File: src/rtl/clk_div_bank.sv
// clk_div_bank: bank of N_CH independent programmable clock dividers.
// Each channel owns a counter, an active divisor and a shadow divisor.
// A new divisor takes effect on the period boundary, or right away when the
// channel is disabled or stopped. All outputs come straight from flops.

module clk_div_ch #(
  parameter int WIDTH     = 16,
  parameter int RESET_DIV = 10
) (
  input  logic             clk,
  input  logic             rst_n,
  input  logic             en,
  input  logic             wr,
  input  logic [WIDTH-1:0] wr_div,
  output logic             clk_out,
  output logic             tick
);
  localparam logic [WIDTH-1:0] ONE   = WIDTH'(1);
  localparam logic [WIDTH-1:0] TWO   = WIDTH'(2);
  localparam logic [WIDTH-1:0] RST_D = WIDTH'(RESET_DIV);

  logic [WIDTH-1:0] cnt_q, cnt_d;
  logic [WIDTH-1:0] act_q, act_d;
  logic [WIDTH-1:0] pend_q, pend_d;
  logic             clk_q, clk_d;
  logic             tick_q, tick_d;
  logic             wrap;
  logic             live;

  // Next-state: shadow load, counting, wrap-time divisor swap, idle/stop handling.
  // Outputs are derived from the next count so they line up with cnt after the edge.
  always_comb begin
    pend_d = wr ? wr_div : pend_q;
    cnt_d  = cnt_q;
    act_d  = act_q;
    // >= rather than == keeps the counter bounded even if cnt ever exceeds D-1
    wrap   = (cnt_q >= act_q - ONE);
    if (act_q < TWO) begin
      // stopped: keep pulling the shadow in so a valid write restarts cleanly
      cnt_d = '0;
      act_d = pend_q;
    end else if (!en) begin
      // frozen; a pending divisor is applied now and the period restarts from 0
      if (pend_q != act_q) begin
        act_d = pend_q;
        cnt_d = '0;
      end
    end else if (wrap) begin
      // pend_d forwards a write landing on the wrap cycle
      cnt_d = '0;
      act_d = pend_d;
    end else begin
      cnt_d = cnt_q + ONE;
    end
    live   = (act_d >= TWO);
    clk_d  = live && (cnt_d >= (act_d >> 1));
    tick_d = live && en && (cnt_d == act_d - ONE);
  end

  // Channel state registers.
  always_ff @(posedge clk or negedge rst_n) begin
    if (!rst_n) begin
      cnt_q  <= '0;
      act_q  <= RST_D;
      pend_q <= RST_D;
      clk_q  <= 1'b0;
      tick_q <= 1'b0;
    end else begin
      cnt_q  <= cnt_d;
      act_q  <= act_d;
      pend_q <= pend_d;
      clk_q  <= clk_d;
      tick_q <= tick_d;
    end
  end

  assign clk_out = clk_q;
  assign tick    = tick_q;
endmodule

module clk_div_bank #(
  parameter int N_CH      = 2,
  parameter int WIDTH     = 16,
  parameter int RESET_DIV = 10,
  localparam int CW       = (N_CH > 1) ? $clog2(N_CH) : 1
) (
  input  logic             CLK,
  input  logic             RSTn,
  input  logic [N_CH-1:0]  en,
  input  logic             wr_en,
  input  logic [CW-1:0]    wr_ch,
  input  logic [WIDTH-1:0] wr_div,
  output logic [N_CH-1:0]  clk_out,
  output logic [N_CH-1:0]  tick
);
  // One divider per channel; an out-of-range wr_ch matches no channel.
  for (genvar i = 0; i < N_CH; i++) begin : g_ch
    logic wr_hit;
    assign wr_hit = wr_en && (wr_ch == CW'(i));
    clk_div_ch #(
      .WIDTH    (WIDTH),
      .RESET_DIV(RESET_DIV)
    ) u_ch (
      .clk    (CLK),
      .rst_n  (RSTn),
      .en     (en[i]),
      .wr     (wr_hit),
      .wr_div (wr_div),
      .clk_out(clk_out[i]),
      .tick   (tick[i])
    );
  end
endmodule

File: config.mk
export PLATFORM = sky130hd
export DESIGN_NAME = clk_div_bank
export DESIGN_NICKNAME = d
export VERILOG_FILES = /design/src/rtl/clk_div_bank.sv
export SDC_FILE = /design/constraint.sdc
export NUM_CORES = 1
export LEC_CHECK = 0
export ABC_AREA = 1
export CORE_MARGIN = 2
export CORE_UTILIZATION = 50
export DETAILED_ROUTE_END_ITERATION = 10
export PLACE_DENSITY = 0.67
export SLEW_MARGIN = 20
export SYNTH_ARGS = -nofsm -noshare
export SYNTH_HDL_FRONTEND = slang
export SYNTH_SLANG_ARGS = --single-unit
File: constraint.sdc
create_clock -name CLK -period 11.2 [get_ports CLK]
set_clock_uncertainty 0.1 [all_clocks]
set_input_delay 1.12 -clock CLK [delete_from_list [all_inputs] [get_ports CLK]]
set_output_delay 1.12 -clock CLK [all_outputs]
set_load 0.01 [all_outputs]
Word-level counts from Yosys, hierarchy flattened
Index checks and enable logic that the tools add are counted.

operators by class
  add/subtract/negate cells = 6
  order comparisons = 8
  shift-type cells = 0
  divide/modulo/power cells = 0
  mux-type cells = 18
  reduce and logical (&&, ||, !) cells = 8
  multiply operators = 0
  eq/ne operators = 4
  bitwise gates (word level) = 1

operators by type and width
  operator                                                      number
  2-to-1 mux 16 bit                                             18
  subtractor 16 x 1 -> 16 bit (second input constant)           4
  adder 16 x 1 -> 16 bit (second input constant)                2
  equality test 16 bit                                          2
  >= comparator 16 x 15 -> 1 bit                                2
  >= comparator 16 bit                                          2
  >= comparator 16 x 2 -> 1 bit (second input constant)         2
  less-than comparator 16 x 2 -> 1 bit (second input constant)  2
  != test 16 bit                                                2
  logical AND 1 bit                                             8
  NOT 1 bit                                                     1

storage, ports and cells
  bits in read-only memories = 0
  output and inout port bits = 4
  memories kept = 0
  bits of input ports = 22
  bits in writable memories = 0
  flip-flop bits (word level) = 100
  latch bits = 0

Logic depth before layout (Yosys ltp)
Gate-level depths: netlist of run 1.

  word-level depth = 9
  gate-level depth with buffers = 40
  depth with buffers taken out = 39

Cells and area by module
A second synthesis of run 1 with hierarchy kept.

unflattened totals
  cell total of the unflattened synthesis = 1512
  area, all modules = 9974.6 µm²

by module, submodules not included
  module                     times used  sequential area each (µm²)  cells an instance  area an instance (µm²)
  clk_div_ch (g_ch[0].u_ch)  1           1256.2                      772                4994.8
  clk_div_ch (g_ch[1].u_ch)  1           1256.2                      736                4962.3
  clk_div_bank               1           0.0                         4                  17.5

Worst setup path before layout of run 1
Ideal clock, no wire load.

  path type = reg2reg
  start = reg g_ch[1].u_ch.act_q[2]
  end = reg g_ch[1].u_ch.clk_q
  cell stages (with the launch flop) = 40
  data arrival time = 4.226 ns
  path buffers = 1
  setup slack = 6.752 ns
  required time = 10.978 ns
  cell sequence = dfrtp_1 > inv_1 > nand3_1 > nor3_1 > nand2_1 > inv_1 > nand4_1 > nor2_1 > nand3_1 > xnor2_1 > inv_1 > ha_1 > nand2_1 > o21ai_1 > a21oi_4 > buf_4 > nand3_1 > nand3_1 > [... 4 more ...] > inv_1 > a21boi_0 > o21a_1 > o21a_1 > o21ai_0 > nand2_1 > nand2_1 > nand2_1 > nand2_1 > nand2_1 > nand2_1 > nand2_1 > nand2_1 > nand2_1 > nand2_1 > nand2_1 > nand2_1 > a21oi_1

on the way
  cells in the longest elaborated chain, start to end = 7
  elaborated cells on any way between the ends = 15
  classes of those cells = add/sub: 1; order compare: 4; eq/ne: 1; mux: 8; reduce/logical: 1

ends and longest elaborated chain
  item                                                                                    RTL line  source
  start, declared                                                                         23        logic [WIDTH-1:0] act_q, act_d;
  start signal, assigned                                                                  70        act_q <= act_d;
  subtractor 16 x 1 -> 16 bit                                                             37        wrap = (cnt_q >= act_q - ONE);
  >= comparator 16 bit                                                                    37
  2-to-1 mux 16 bit                                                                       48        end else if (wrap) begin
  2-to-1 mux 16 bit                                                                       42        end else if (!en) begin
  2-to-1 mux 16 bit *                                                                     38        if (act_q < TWO) begin
  net g_ch[1].u_ch.act_d[1]                                                               23
  >= comparator 16 x 2 -> 1 bit / >= comparator 16 x 15 -> 1 bit (equally long branches)  55, 56
  logical AND 1 bit *                                                                     56        clk_d = live && (cnt_d >= (act_d >> 1));
  net g_ch[1].u_ch.clk_d                                                                  25        logic clk_q, clk_d;
  end signal, assigned                                                                    72        clk_q <= clk_d;
  end, declared                                                                           25

The timed path passes the listed nets; every way through them passes the cells marked *.

Worst setup path in the final report of run 1
  start = reg g_ch[0].u_ch.act_q[2]
  end = reg g_ch[0].u_ch.clk_q

on the way
  cells in the longest elaborated chain, start to end = 7
  elaborated cells on any way between the ends = 15
  classes of those cells = add/sub: 1; order compare: 4; eq/ne: 1; mux: 8; reduce/logical: 1

ends and longest elaborated chain
  item                              RTL line  source
  start, declared                   23
  start signal, assigned            70
  subtractor 16 x 1 -> 16 bit       37
  >= comparator 16 bit              37
  2-to-1 mux 16 bit                 48
  2-to-1 mux 16 bit                 42
  2-to-1 mux 16 bit *               38
  net g_ch[0].u_ch.cnt_d[1]         22        logic [WIDTH-1:0] cnt_q, cnt_d;
  >= comparator 16 x 15 -> 1 bit *  56
  logical AND 1 bit *               56
  net g_ch[0].u_ch.clk_d            25
  end signal, assigned              72
  end, declared                     25

Marked as above.

==> flow_metrics.env, run 1 <==
export IMPL_status="completed"
export IMPL_dieWidth_um=144
export IMPL_grt_max_degree=52
export IMPL_avgViaCountPerCell=5.28
export IMPL_cts_buffers=9
export IMPL_seqCellArea_mm2=0.00251
export IMPL_drc=0
export IMPL_fillCellCount=1979
export IMPL_holdCritPathClass="reg -> reg"
export IMPL_max_stage_delay_ns=0.56
export IMPL_synth_edff_count=0
export IMPL_port_buffers=25
export IMPL_fin_crit_ns=5.87
export IMPL_post_cts_buffers=0
export IMPL_drtIter0Drc=691
export IMPL_synth_area_per_cell_um2=6.59
export IMPL_grt_antenna_before_repair=0
export IMPL_critPathRequiredTime_ns=11.34
export IMPL_synth_ff_type="dfrtp_1"
export IMPL_endpoint_kind="flop"
export IMPL_core_area_mm2=0.0193
export IMPL_ys_warn_count=0
export IMPL_drt_total_wl_um=26400
export IMPL_grt_pass1_wl_um=43600
export IMPL_worst_pin_slew_ns=0.957
export IMPL_die_area_mm2=0.0206
export IMPL_power_density_mw_per_mm2=149
export IMPL_globalplace_congestion=0.943
export IMPL_drive_gt1_share_pct=8.29
export IMPL_critPathBufInv=2
export IMPL_hold_violations=0
export IMPL_holdBufCountCts=0
export IMPL_crit_path_frequent_cell="nand2_1"
export IMPL_setup_ws_ns=5.33
export IMPL_syn_area_mm2=0.00975
export IMPL_worst_path_max_fanout=26
export IMPL_pre_cts_ws_ns=5.45
export IMPL_p_leak_nw=5.43
export IMPL_power_total_w=0.00156
export IMPL_crit_family="simple AND/OR/NAND/NOR gates"
export IMPL_cts_max_level=3
export IMPL_io_pins=26
export IMPL_vias=9234
export IMPL_path_clk_slew_ns=0.07
export IMPL_setup_tns_ns=0
export IMPL_dp_hpwl_um=20200
export IMPL_final_max_slew_violation_count=0
export IMPL_syn_nets=1572
export IMPL_ys_seq_area_share_pct=25.8
export IMPL_postCtsResizedCells=0
export IMPL_cpMaxStageDelayCell="nand2_2"
export IMPL_syn2layout_area_growth_pct=6.74
export IMPL_gr_usage_all_layers_pct=26.8
export IMPL_startpoint_type="flop"
export IMPL_cts_max_path_buffers=2
export IMPL_post_route_period_util_pct=52.4
export IMPL_overflow=0
export IMPL_ys_ff_latch=100
export IMPL_n_antenna_cell=0
export IMPL_maxCapViolCount=0
export IMPL_synthArstFlopShare_pct=100
export IMPL_yosysUniqueCellTypes=48
export IMPL_ant_nets=0
export IMPL_setup_viol=0
export IMPL_initial_core_util_pct=50.6
export IMPL_final_cell_area_mm2=0.0104
export IMPL_num_rows=51
export IMPL_final_net_count=1571
export IMPL_die_h_um=144
export IMPL_vdd_drop_max_v=0.0000906
export IMPL_numClockSinks=100
export IMPL_cts_tree="yes"
export IMPL_clock_root_buffer="clkbuf_16"
export IMPL_max_freq_mhz=170
export IMPL_firstDrtPassIters=6
export IMPL_grt_pass1_vias=8537
export IMPL_post_drt_wl_per_cell_um=15.1
export IMPL_rsz0062_at_grt="no"
export IMPL_relSlewSlack_pct=36.0
export IMPL_worstSetupPathType="reg -> reg"
export IMPL_place_area_mm2=0.0101
export IMPL_crit_arrival_ns=6.01
export IMPL_netlist_instances=1480
export IMPL_hold_slack_ns=0.453
export IMPL_multi_input_area_mm2=0.00603
export IMPL_clkLatencyLatePin_ns=0.36
==> synthesized netlist by cell type, types with 8 or more instances <==
cell type | n | area (µm²)
nor2_2 | 15 | 93.8
buf_4 | 10 | 75.1
dfstp_2 | 8 | 210
a21oi_2 | 8 | 70.1
xor2_1 | 51 | 447
nand4_1 | 17 | 106
o21ai_0 | 70 | 350
nor3_1 | 15 | 75.1
xnor2_1 | 28 | 245
ha_1 | 70 | 876
o21ai_1 | 12 | 60.1
nand2_2 | 32 | 200
dfrtp_1 | 92 | 2300
clkbuf_1 | 13 | 48.8
inv_2 | 15 | 56.3
nand2_1 | 381 | 1430
buf_2 | 8 | 40.0
nor2_1 | 97 | 364
nand3_1 | 166 | 831
or2_1 | 10 | 62.6
inv_1 | 228 | 856
a21oi_1 | 65 | 325
==> cell families (layout without fill, tap and decap cells) <==
family          Yosys count  count (layout)  share of synthesized area [%]
simple gates            763             763                           35.4
flops                   100             100                           25.8
compound gates          179             179                           10.4
xor+xnor                 79              79                           7.10
fa+ha+maj                70              70                           8.98
buf+inv                 289             292                           12.4
==> routing by layer <==
metal	up-vias	part of all wire, %	global-route usage (%)
met5	-	0	0
met2	268	42	40.1
met4	0	1.8	7.12
met1	4230	51	40.6
met3	36	5.6	3.30
li1	4700	-	-
==> cell usage in the layout, fill, tap and decap left out, types with 28 or more instances in the layout <==
cell type / count
nand3_1: 166
nor2_1: 97
xnor2_1: 28
inv_1: 228
o21ai_0: 70
xor2_1: 51
dfrtp_1: 92
ha_1: 70
nand2_1: 381
a21oi_1: 65
nand2_2: 32
==> per-stage QoR <==
step,util [%],cells
global placement,52.4,1733
detailed placement,52.4,1733
floorplan,-,1480
global route,54.0,1748
CTS,54.0,1748
finish,54.0,1748
==> layout make-up <==
class                           instances  share of cell area, %
Multi-Input combinational cell       1091                   57.9
Inverter                              246                   8.92
Sequential cell                       100                   24.1
Clock buffer                           13                   2.40
Clock inverter                          2                  0.577
Tap cell                              265                   3.19
Timing Repair Buffer                   31                   2.81
==> worst register-to-register path: cells and delay by family, from the launching register on <==
family          cells  cell delay (ns)
flops               1             0.44
simple gates       21             3.08
compound gates      7             1.04
fa+ha+maj           2             0.52
xor+xnor            1             0.18
buf+inv             2             0.39
==> where the power goes <==
part | switching (W) | leakage, nW | internal, W
clock network | 0.000147 | 0.150 | 0.000202
logic | 0.000459 | 4.05 | 0.000256
registers | 0.0000736 | 1.23 | 0.000418
==> final timing paths <==
kind                                                   start                           endpoint  slack [ns]  depth (start not counted)
max                          g_ch[0].u_ch.act_q[2]$_DFF_PN0_     g_ch[0].u_ch.clk_out$_DFF_PN0_        5.33                         33
min                        g_ch[1].u_ch.pend_q[12]$_DFF_PN0_  g_ch[1].u_ch.pend_q[12]$_DFF_PN0_        0.45                          2
max reg2reg                  g_ch[0].u_ch.act_q[2]$_DFF_PN0_     g_ch[0].u_ch.clk_out$_DFF_PN0_        5.33                         33
min reg2reg                g_ch[1].u_ch.pend_q[12]$_DFF_PN0_  g_ch[1].u_ch.pend_q[12]$_DFF_PN0_        0.45                          2
max in group asynchronous                               RSTn   g_ch[0].u_ch.pend_q[7]$_DFF_PN0_        9.17                          2
min in group asynchronous                               RSTn     g_ch[1].u_ch.clk_out$_DFF_PN0_        0.69                          1
==> registers in the layout, indices dropped and copies added, names as in the netlist <==
register and flops:
g_ch.u_ch.act_q 32, g_ch.u_ch.cnt_q 32, g_ch.u_ch.pend_q 32, g_ch.u_ch.clk_out 2, g_ch.u_ch.tick 2
(Power assumes the default switching activity.)
==> run 2: changes to the inputs <==
--- a/config.mk
+++ b/config.mk
@@ -9,7 +9,7 @@
 export CORE_MARGIN = 2
 export CORE_UTILIZATION = 50
 export DETAILED_ROUTE_END_ITERATION = 10
-export PLACE_DENSITY = 0.67
+export PLACE_DENSITY = 0.69
 export SLEW_MARGIN = 20
 export SYNTH_ARGS = -nofsm -noshare
 export SYNTH_HDL_FRONTEND = slang
==> constraint.sdc (replaced) <==
create_clock -name CLK -period 4.75 [get_ports CLK]
set_clock_uncertainty 0.1 [all_clocks]
set_input_delay 0.475 -clock CLK [delete_from_list [all_inputs] [get_ports CLK]]
set_output_delay 0.475 -clock CLK [all_outputs]
set_load 0.01 [all_outputs]
==> flow_metrics.env, run 2 (synthesized netlist as in run 1, its figures left out) <==
export IMPL_status="completed"
export IMPL_vdd_drop_max_v=0.000216
export IMPL_n_antenna_cell=0
export IMPL_overflow=0
export IMPL_worst_path_max_fanout=6
export IMPL_grt_max_degree=65
export IMPL_cts_max_level=3
export IMPL_initial_core_util_pct=50.6
export IMPL_grt_pass1_wl_um=45200
export IMPL_final_max_slew_violation_count=0
export IMPL_die_h_um=144
export IMPL_core_area_mm2=0.0193
export IMPL_io_pins=26
export IMPL_worst_pin_slew_ns=0.924
export IMPL_final_net_count=1630
export IMPL_rsz0062_at_grt="yes"
export IMPL_port_buffers=25
export IMPL_reg_top3="g_ch.u_ch.act_q (32), g_ch.u_ch.cnt_q (32), g_ch.u_ch.pend_q (32)"
export IMPL_num_rows=51
export IMPL_max_freq_mhz=212
export IMPL_grt_pass1_vias=8949
export IMPL_clock_root_buffer="clkbuf_16"
export IMPL_fin_crit_ns=4.71
export IMPL_vias=9817
export IMPL_power_density_mw_per_mm2=360
export IMPL_grt_antenna_before_repair=0
export IMPL_crit_arrival_ns=4.84
export IMPL_relSlewSlack_pct=38.4
export IMPL_cts_buffers=9
export IMPL_die_area_mm2=0.0206
export IMPL_avgViaCountPerCell=5.43
export IMPL_post_drt_wl_per_cell_um=15.8
export IMPL_maxCapViolCount=0
export IMPL_power_total_w=0.00408
export IMPL_hold_violations=0
export IMPL_critPathRequiredTime_ns=4.89
export IMPL_final_common_cell="nand2_1"
export IMPL_p_leak_nw=5.80
export IMPL_crit_path_frequent_cell="nand2_1"
export IMPL_drtIter0Drc=968
export IMPL_ant_nets=0
export IMPL_post_route_period_util_pct=99.1
export IMPL_globalplace_congestion=0.961
export IMPL_syn2layout_area_growth_pct=16.2
export IMPL_cts_tree="yes"
export IMPL_dp_hpwl_um=20800
export IMPL_holdCritPathClass="in -> async"
export IMPL_path_clk_slew_ns=0.08
export IMPL_firstDrtPassIters=6
export IMPL_worstSetupPathType="reg -> reg"
export IMPL_drt_total_wl_um=28500
export IMPL_drc=0
export IMPL_gr_usage_all_layers_pct=27.7
export IMPL_holdBufCountCts=0
export IMPL_clkLatencyLatePin_ns=0.36
export IMPL_cts_max_path_buffers=2
export IMPL_setup_viol=0
export IMPL_max_stage_delay_ns=0.39
export IMPL_cpMaxStageDelayCell="dfrtp_1"
export IMPL_drive_gt1_share_pct=16.3
export IMPL_numClockSinks=100
export IMPL_final_core_util_pct=58.8
export IMPL_startpoint_type="flop"
export IMPL_dieWidth_um=144
export IMPL_endpoint_kind="flop"
export IMPL_final_cell_mix="nand2_1 (368), inv_1 (218), nand3_1 (157)"
## run 2: layer usage
layer / GRT usage, % / routed length [µm] / vias up
met4: 8.72 / 684 / 0
li1: - / - / 4800
met3: 3.00 / 1850 / 51
met5: 0 / 0 / -
met2: 41.4 / 12400 / 361
met1: 41.8 / 13500 / 4605
## run 2: worst paths after layout
kind                                             startpoint                               end  slack [ns]  cells past startpoint
min                                                    RSTn   g_ch[0].u_ch.act_q[4]$_DFF_PN0_         0.1                      1
max                         g_ch[1].u_ch.act_q[2]$_DFF_PN0_    g_ch[1].u_ch.clk_out$_DFF_PN0_        0.04                     37
min reg2reg                g_ch[0].u_ch.pend_q[1]$_DFF_PN1_  g_ch[0].u_ch.pend_q[1]$_DFF_PN1_        0.47                      2
min in group CLK           g_ch[0].u_ch.pend_q[1]$_DFF_PN1_  g_ch[0].u_ch.pend_q[1]$_DFF_PN1_        0.47                      2
max reg2reg                 g_ch[1].u_ch.act_q[2]$_DFF_PN0_    g_ch[1].u_ch.clk_out$_DFF_PN0_        0.04                     37
max in group asynchronous                              RSTn  g_ch[1].u_ch.act_q[15]$_DFF_PN0_        3.42                      2
## run 2: worst max-delay path, delay by kind of cell, from the launching register on
kind,cells,cell delay (ns)
AND/OR/NAND/NOR,20,1.61
AO/OA/AOI/OAI,9,1.30
buffers and inverters,5,0.48
adder cells (fa/ha/maj),2,0.47
flip-flops,1,0.39
XOR/XNOR,1,0.21
## run 2: repair_timing
action / 4_1_cts / 5_1_grt
setup endpoints to repair: 2 / 4
resized for setup: 3 / 101
setup buffers: 0 / 26
pin swaps: 1 / 62
## run 2: report_power, final
group	leakage [nW]	switching, W	internal (W)
registers	1.23	0.000186	0.000985
clock network	0.163	0.000357	0.000531
logic	4.41	0.00123	0.000790
## run 2: stage by stage
step | worst slack [ns] | cells | hold WS (ns) | instance area [µm²] | TNS, ns
floorplan | 0.302 | 1480 | 0.0794 | 9750 | 0
global placement | 0.0612 | 1766 | 0.457 | 10300 | 0
detailed placement | -0.0557 | 1766 | 0.458 | 10300 | -0.0593
CTS | -0.0249 | 1782 | 0.179 | 10700 | -0.0249
global route | -0.243 | 1808 | 0.216 | 11300 | -0.531
finish | 0.0418 | 1808 | 0.0984 | 11300 | 0
## run 2: final cells by class
cell class	count	area, µm²
fillers	1850	7940
clock buffers	12	246
clock inverters	4	97.6
multi-input cells	1091	6430
repair buffers	90	771
well taps	265	332
flip-flops and latches	100	2510
inverters	246	936
==> run 3: changes to the inputs <==
--- a/config.mk
+++ b/config.mk
@@ -9,7 +9,7 @@
 export CORE_MARGIN = 2
 export CORE_UTILIZATION = 50
 export DETAILED_ROUTE_END_ITERATION = 10
-export PLACE_DENSITY = 0.69
+export PLACE_DENSITY = 0.67
 export SLEW_MARGIN = 20
 export SYNTH_ARGS = -nofsm -noshare
 export SYNTH_HDL_FRONTEND = slang
==> constraint.sdc (replaced) <==
create_clock -name CLK -period 5.6 [get_ports CLK]
set_clock_uncertainty 0.1 [all_clocks]
set_input_delay 0.56 -clock CLK [delete_from_list [all_inputs] [get_ports CLK]]
set_output_delay 0.56 -clock CLK [all_outputs]
set_load 0.01 [all_outputs]
==> flow_metrics.env, run 3 (synthesized netlist as in run 1, its figures left out) <==
export IMPL_gr_usage_all_layers_pct=27.0
export IMPL_holdCritPathClass="in -> async"
export IMPL_endpoint_kind="flop"
export IMPL_globalplace_congestion=0.923
export IMPL_power_density_mw_per_mm2=297
export IMPL_crit_arrival_ns=5.29
export IMPL_status="completed"
export IMPL_io_pins=26
export IMPL_die_area_mm2=0.0206
export IMPL_rrSetupSlack_ns=0.46
export IMPL_rsz0062_at_grt="yes"
export IMPL_final_net_count=1580
export IMPL_vdd_drop_max_v=0.000169
export IMPL_dp_hpwl_um=20600
export IMPL_post_drt_wl_per_cell_um=15.2
export IMPL_port_buffers=25
export IMPL_num_rows=51
export IMPL_hold_slack_ns=0.177
export IMPL_grt_antenna_before_repair=0
export IMPL_fillCellCount=1961
export IMPL_die_h_um=144
export IMPL_reg_top3="g_ch.u_ch.act_q (32), g_ch.u_ch.cnt_q (32), g_ch.u_ch.pend_q (32)"
export IMPL_firstDrtPassIters=6
export IMPL_dieWidth_um=144
export IMPL_vias=9314
export IMPL_n_antenna_cell=0
export IMPL_hold_violations=0
export IMPL_final_cell_area_mm2=0.0105
export IMPL_grt_max_degree=61
export IMPL_cpMaxStageDelayCell="dfrtp_1"
export IMPL_path_clk_slew_ns=0.08
export IMPL_initial_core_util_pct=50.6
export IMPL_seqCellArea_mm2=0.00251
export IMPL_p_leak_nw=5.49
export IMPL_worstSetupPathType="reg -> reg"
export IMPL_max_freq_mhz=194
export IMPL_core_area_mm2=0.0193
export IMPL_rr_worst_depth=39
export IMPL_critPathBufInv=6
export IMPL_maxCapViolCount=0
export IMPL_overflow=0
export IMPL_clkLatencyLatePin_ns=0.36
export IMPL_drc=0
export IMPL_regToRegStartpoint="g_ch[1].u_ch.act_q[2]$_DFF_PN0_"
export IMPL_stdcell_count=1758
export IMPL_cts_max_level=3
export IMPL_avgViaCountPerCell=5.30
export IMPL_dp_cells=1739
export IMPL_crit_family="simple AND/OR/NAND/NOR gates"
export IMPL_max_stage_delay_ns=0.44
export IMPL_power_total_w=0.00312
export IMPL_drive_gt1_share_pct=9.31
export IMPL_drtIter0Drc=857
export IMPL_numClockSinks=100
export IMPL_worst_path_max_fanout=10
export IMPL_ant_nets=0
export IMPL_relSlewSlack_pct=27.5
export IMPL_crit_path_frequent_cell="nand2_1"
export IMPL_clock_root_buffer="clkbuf_16"
export IMPL_final_cell_mix="nand2_1 (381), inv_1 (228), nand3_1 (166)"
export IMPL_multi_input_area_mm2=0.00605
export IMPL_grt_pass1_wl_um=43900
export IMPL_grt_pass1_vias=8586
export IMPL_final_max_slew_violation_count=0
export IMPL_worst_pin_slew_ns=1.09
export IMPL_setup_viol=0
export IMPL_reg2reg_to="g_ch[1].u_ch.clk_out$_DFF_PN0_"
export IMPL_fin_crit_ns=5.14
export IMPL_startpoint_type="flop"
export IMPL_drt_total_wl_um=26700
export IMPL_cts_max_path_buffers=2
export IMPL_cts_tree="yes"
export IMPL_final_common_cell="nand2_1"
export IMPL_post_route_period_util_pct=91.9
export IMPL_critPathRequiredTime_ns=5.74
export IMPL_final_core_util_pct=54.6
export IMPL_cts_buffers=9
export IMPL_syn2layout_area_growth_pct=7.87
export IMPL_place_area_mm2=0.0101
## run 3: changes by cell type in the layout (fill, tap and decap cells not counted), moves of 8 or more
cell	previous run	this run
ha_1	62	70
nand2_1	368	381
inv_1	218	228
ha_4	8	0
inv_2	23	15
buf_4	60	14
a21oi_1	57	65
nand2_2	41	31
nand3_1	157	166
## run 3: stage by stage
step,TNS (ns),setup slack (ns)
6_report,0,0.456
5_1_grt,-0.0771,-0.0648
4_1_cts,0,0.355
3_5_place_dp,0,0.409
3_3_place_gp,0,0.544
2_1_floorplan,0,1.15
## run 3: worst register-to-register path, delay by kind of cell (launching register included)
family / cells / cell delay [ns]
AND/OR/NAND/NOR: 22 / 2.00
AO/OA/AOI/OAI: 8 / 1.15
buffers and inverters: 6 / 0.64
adder cells (fa/ha/maj): 2 / 0.57
flip-flops: 1 / 0.44
XOR/XNOR: 1 / 0.14
## run 3: how the worst max path moves through the flow
stage                     slack (ns)                            start                             end  depth (start not counted)
final                           0.46  g_ch[1].u_ch.act_q[2]$_DFF_PN0_  g_ch[1].u_ch.clk_out$_DFF_PN0_                         39
after global routing           -0.06  g_ch[1].u_ch.act_q[2]$_DFF_PN0_  g_ch[1].u_ch.clk_out$_DFF_PN0_                         39
after CTS                       0.35  g_ch[1].u_ch.act_q[2]$_DFF_PN0_  g_ch[1].u_ch.clk_out$_DFF_PN0_                         39
after detailed placement        0.41  g_ch[1].u_ch.act_q[2]$_DFF_PN0_  g_ch[1].u_ch.clk_out$_DFF_PN0_                         39
after global placement          0.54  g_ch[1].u_ch.act_q[2]$_DFF_PN0_  g_ch[1].u_ch.clk_out$_DFF_PN0_                         39
after floorplan                 1.15  g_ch[1].u_ch.act_q[2]$_DFF_PN0_  g_ch[1].u_ch.clk_out$_DFF_PN0_                         39
## run 3: per-layer routing
layer  track usage [%]  wire, µm
met1              40.5     13200
met2              39.8     11200
met3              4.60      1720
met4              7.22       592
met5                 0         0
## run 3: report_power, final
| group | switching (W) | internal, W |
|---|---|---|
| Clock | 0.000306 | 0.000373 |
| Sequential | 0.000148 | 0.000835 |
| Combinational | 0.000928 | 0.000531 |
## run 3: area by class of cell
cell class / count / area share (%)
Timing Repair Buffer: 40 / 3.58
Inverter: 246 / 8.83
Multi-Input combinational cell: 1091 / 57.6
Clock inverter: 5 / 0.571
Sequential cell: 100 / 23.9
Clock buffer: 11 / 2.40
Tap cell: 265 / 3.15
## run 3: timing repair
action	4_1_cts	5_1_grt
buffers inserted	0	3
resized for setup	0	6
hold buffers	0	0
setup endpoints to repair	0	2
